**config.mk**
```make
export PLATFORM = sky130hd
export DESIGN_NAME = prio_enc8
export DESIGN_NICKNAME = d
export VERILOG_FILES = /design/src/rtl/irq_pkg.sv /design/src/rtl/prio_enc8.sv
export SDC_FILE = /design/constraint.sdc
export NUM_CORES = 1
export LEC_CHECK = 0
export CAP_MARGIN = 20
export CORE_AREA = 2 2 39 41
export DETAILED_ROUTE_END_ITERATION = 12
export DIE_AREA = 0 0 41 43
export PLACE_DENSITY = 0.4
export SYNTH_ARGS = -nofsm -noshare
export SYNTH_HDL_FRONTEND = slang
export SYNTH_SLANG_ARGS = --single-unit
```
**constraint.sdc**
```tcl
create_clock -name vclk -period 0.8
set_clock_uncertainty 0.05 [all_clocks]
set_input_delay 0.12 -clock vclk [all_inputs]
set_output_delay 0.12 -clock vclk [all_outputs]
set_load 0.01 [all_outputs]
```
**src/rtl/irq_pkg.sv**
```systemverilog
// Shared constants, state encoding and index helpers for the interrupt front-end.
package irq_pkg;

    localparam int unsigned N_REQ = 8;
    localparam int unsigned IDX_W = $clog2(N_REQ);

    typedef logic [IDX_W-1:0] idx_t;

    typedef enum logic [1:0] {
        IDLE,
        SERVE,
        GAP
    } state_t;

    // One-hot vector with only the bit at position idx set.
    function automatic logic [N_REQ-1:0] idx_onehot(input idx_t idx);
        logic [N_REQ-1:0] v;
        v = '0;
        v[idx] = 1'b1;
        return v;
    endfunction

endpackage

```
**src/rtl/prio_enc8.sv**
```systemverilog
// Combinational 8-to-3 priority encoder: highest-numbered set bit wins.
// sel is 0 and any is 0 when no input bit is set.
module prio_enc8
    import irq_pkg::*;
(
    input  logic [N_REQ-1:0] eligible,
    output logic [IDX_W-1:0] sel,
    output logic             any
);

    // Ascending scan, so the last (highest) set bit overrides lower ones.
    always_comb begin
        sel = '0;
        for (int unsigned i = 0; i < N_REQ; i++) begin
            if (eligible[i]) begin
                sel = idx_t'(i);
            end
        end
    end

    assign any = |eligible;

endmodule

```
==> impl_metrics.prom <==
# TYPE chip_impl_metric gauge
chip_impl_info{name="status",value="complete, but fails checks"} 1
chip_impl_info{name="failed_checks",value="negative setup slack"} 1
chip_impl_metric{name="timing.critical_path.required",unit="ns"} 0.63
chip_impl_metric{name="vias",unit=""} 129
chip_impl_metric{name="seq_area",unit="sq um"} 0
chip_impl_metric{name="synthesis.area_per_instance",unit="sq um"} 5.53
chip_impl_metric{name="place_area",unit="sq um"} 206
chip_impl_metric{name="remaining_drc_errors",unit=""} 0
chip_impl_info{name="worst_hold_path_type",value="in -> out"} 1
chip_impl_metric{name="flops_and_latches",unit=""} 0
chip_impl_metric{name="initial_utilization",unit="%"} 4.79
chip_impl_metric{name="slew_headroom",unit="%"} 88.5
chip_impl_metric{name="postCtsSetupRepairBufs",unit=""} 0
chip_impl_info{name="synthMostInstantiatedCell",value="nor2_1"} 1
chip_impl_metric{name="grt_antenna_before_repair",unit=""} 0
chip_impl_metric{name="die-height",unit="microns"} 43
chip_impl_metric{name="vdd_ir_drop_max",unit="uV"} 48.9
chip_impl_metric{name="power.leakage",unit="nW"} 0.0813
chip_impl_metric{name="chipWidth",unit="microns"} 41
chip_impl_metric{name="grt-ovfl-total",unit=""} 0
chip_impl_metric{name="placementRows",unit=""} 14
chip_impl_metric{name="min_period_over_period",unit="%"} 101
chip_impl_metric{name="die-area",unit="sq mm"} 0.00176
chip_impl_metric{name="core_area",unit="sq mm"} 0.00138
chip_impl_metric{name="synth_fp_nets",unit=""} 20
chip_impl_metric{name="syn_to_final_growth",unit="%"} 217
chip_impl_metric{name="number_of_synthesis_warnings",unit=""} 0
chip_impl_metric{name="setup_violations",unit=""} 1
chip_impl_metric{name="grt_first_pass_wirelength",unit="microns"} 414
chip_impl_metric{name="initial_drt_markers",unit=""} 0
chip_impl_metric{name="n_fill_cell",unit=""} 156
chip_impl_info{name="critPathCapture",value="sel[0]"} 1
chip_impl_metric{name="drv_cap",unit=""} 0
chip_impl_metric{name="fmax",unit="MHz"} 1240
chip_impl_metric{name="hold_viol_final",unit=""} 0
chip_impl_info{name="unrepaired_setup_endpoints_after_global_routing",value="true"} 1
chip_impl_metric{name="gpl_congestion",unit=""} 0.418
chip_impl_info{name="critical_path.startpoint_type",value="input pin"} 1
chip_impl_metric{name="finalWorstPathRequiredPeriod",unit="ns"} 0.806
chip_impl_metric{name="track_usage",unit="%"} 3.20
chip_impl_metric{name="netlist_instances",unit=""} 12
chip_impl_metric{name="crit_arrival",unit="ns"} 0.64
chip_impl_metric{name="critPathMaxFanout",unit=""} 2
chip_impl_metric{name="final_max_slew_viol_count",unit=""} 0
chip_impl_metric{name="post_route_setup_slack",unit="ns"} -0.00591
chip_impl_info{name="synth_top_cells_by_area",value="nor2_1 23%, o31ai_2 19%, a21oi_2 13%"} 1
chip_impl_metric{name="io_buffers",unit=""} 12
chip_impl_metric{name="clock_buffer_count",unit=""} 0
chip_impl_info{name="synth_top_cell_by_area",value="nor2_1"} 1
chip_impl_metric{name="grt_pass1_vias",unit=""} 99
chip_impl_metric{name="wl_per_cell",unit="microns"} 7.33
chip_impl_metric{name="ratio_of_cells_with_drive_above_1_in_the_final_layout",unit="%"} 87.5
chip_impl_info{name="startpoint",value="eligible[2]"} 1
chip_impl_metric{name="detail-route-antenna-nets",unit=""} 0
chip_impl_metric{name="grt_max_degree",unit=""} 4
chip_impl_info{name="worst_setup_path_end_kind",value="primary output"} 1
chip_impl_metric{name="dp_hpwl",unit="microns"} 239
chip_impl_info{name="critPathKind",value="in -> out"} 1
chip_impl_metric{name="drtPass1Iterations",unit=""} 1
chip_impl_metric{name="insertedDiodeCount",unit=""} 0
chip_impl_metric{name="pin_count",unit=""} 12
chip_impl_metric{name="synth.top_cell.area_share",unit="%"} 22.6
chip_impl_metric{name="synth_area",unit="sq um"} 66.3
chip_impl_metric{name="synth.distinct_cells",unit=""} 9
chip_impl_metric{name="cellPowerDensity",unit="mW/mm^2"} 454
chip_impl_metric{name="final_net_count",unit=""} 34
chip_impl_metric{name="vias_per_cell",unit=""} 3.23
chip_impl_metric{name="wirelength",unit="microns"} 293
chip_impl_metric{name="dpl_worst_slack",unit="ns"} -0.790
chip_impl_metric{name="ys_seq_area_share",unit="%"} 0
chip_impl_metric{name="slew_of_the_pin_with_the_lowest_slew_margin",unit="ns"} 0.171
chip_impl_metric{name="stdcell_area",unit="sq um"} 210
==> cell families (layout without fill, tap and decap cells) <==
logic type	Yosys count	count (layout)	share of synthesized area [%]
and+or+nand+nor	6	6	37.7
AOI/OAI and AO/OA	4	4	50.9
buffers and inverters	2	14	11.3
==> how the worst min path moves through the flow <==
stage,startpoint,endpoint,slack (ns),cells after the start
6_report,eligible[4],sel[1],0.47,3
5_1_grt,eligible[4],sel[1],0.49,3
4_1_cts,eligible[4],sel[0],0.49,3
3_5_place_dp,eligible[4],sel[0],1.26,3
3_3_place_gp,eligible[0],any,1.26,4
2_1_floorplan,eligible[6],sel[0],0.25,1
==> power by group <==
group,internal [mW],switching (mW)
Combinational,0.0531,0.0424
Sequential,0,0
Clock,0,0
Total,0.0531,0.0424
==> metal layers <==
metal  routed length, microns  GRT usage, %  up-vias
met4                        0             0        0
met5                        0             0        -
li1                         -             -       68
met3                       65         0.524        0
met1                       94          4.43       53
met2                      132          5.31        8
==> per-stage QoR <==
stage / TNS (ns) / power, mW / hold slack [ns] / utilization, % / cells
final: -0.00591 / 0.0955 / 0.465 / 15.2 / 40
after global routing: -0.109 / 0.106 / 0.486 / 15.2 / 40
after CTS: -0.0607 / 0.0792 / 0.489 / 13.0 / 40
after detailed placement: -3.07 / 0.0890 / 1.26 / 14.9 / 40
after global placement: -3.09 / 0.0899 / 1.26 / 14.9 / 40
after floorplan: 0 / 0.0243 / 0.252 / - / 12
==> final cells by class <==
| type | instances | area, sq um | area share, % |
|---|---|---|---|
| repair buffers | 12 | 97.6 | 46.4 |
| multi-input cells | 10 | 85.1 | 40.5 |
| inverters | 2 | 7.51 | 3.57 |
| well taps | 16 | 20.0 | 9.52 |
==> worst max-delay path, cell delays in order <==
cell,delay [ns]
buf_6,0.10
inv_2,0.04
a21oi_2,0.05
o31ai_2,0.17
buf_2,0.16
==> cells in the final DEF (no fill, tap or decap), drive strengths merged <==
master	count
clkbuf	1
o31ai	2
a21oi	2
nor2	4
inv	2
nand2	1
nand4	1
buf	11
==> repair_timing <==
action | 4_1_cts | 5_1_grt
setup endpoints to repair | 4 | 3
hold buffers | 0 | 0
pin swaps | 8 | 3
resized for setup | 54 | 12
(Power assumes the default switching activity.)
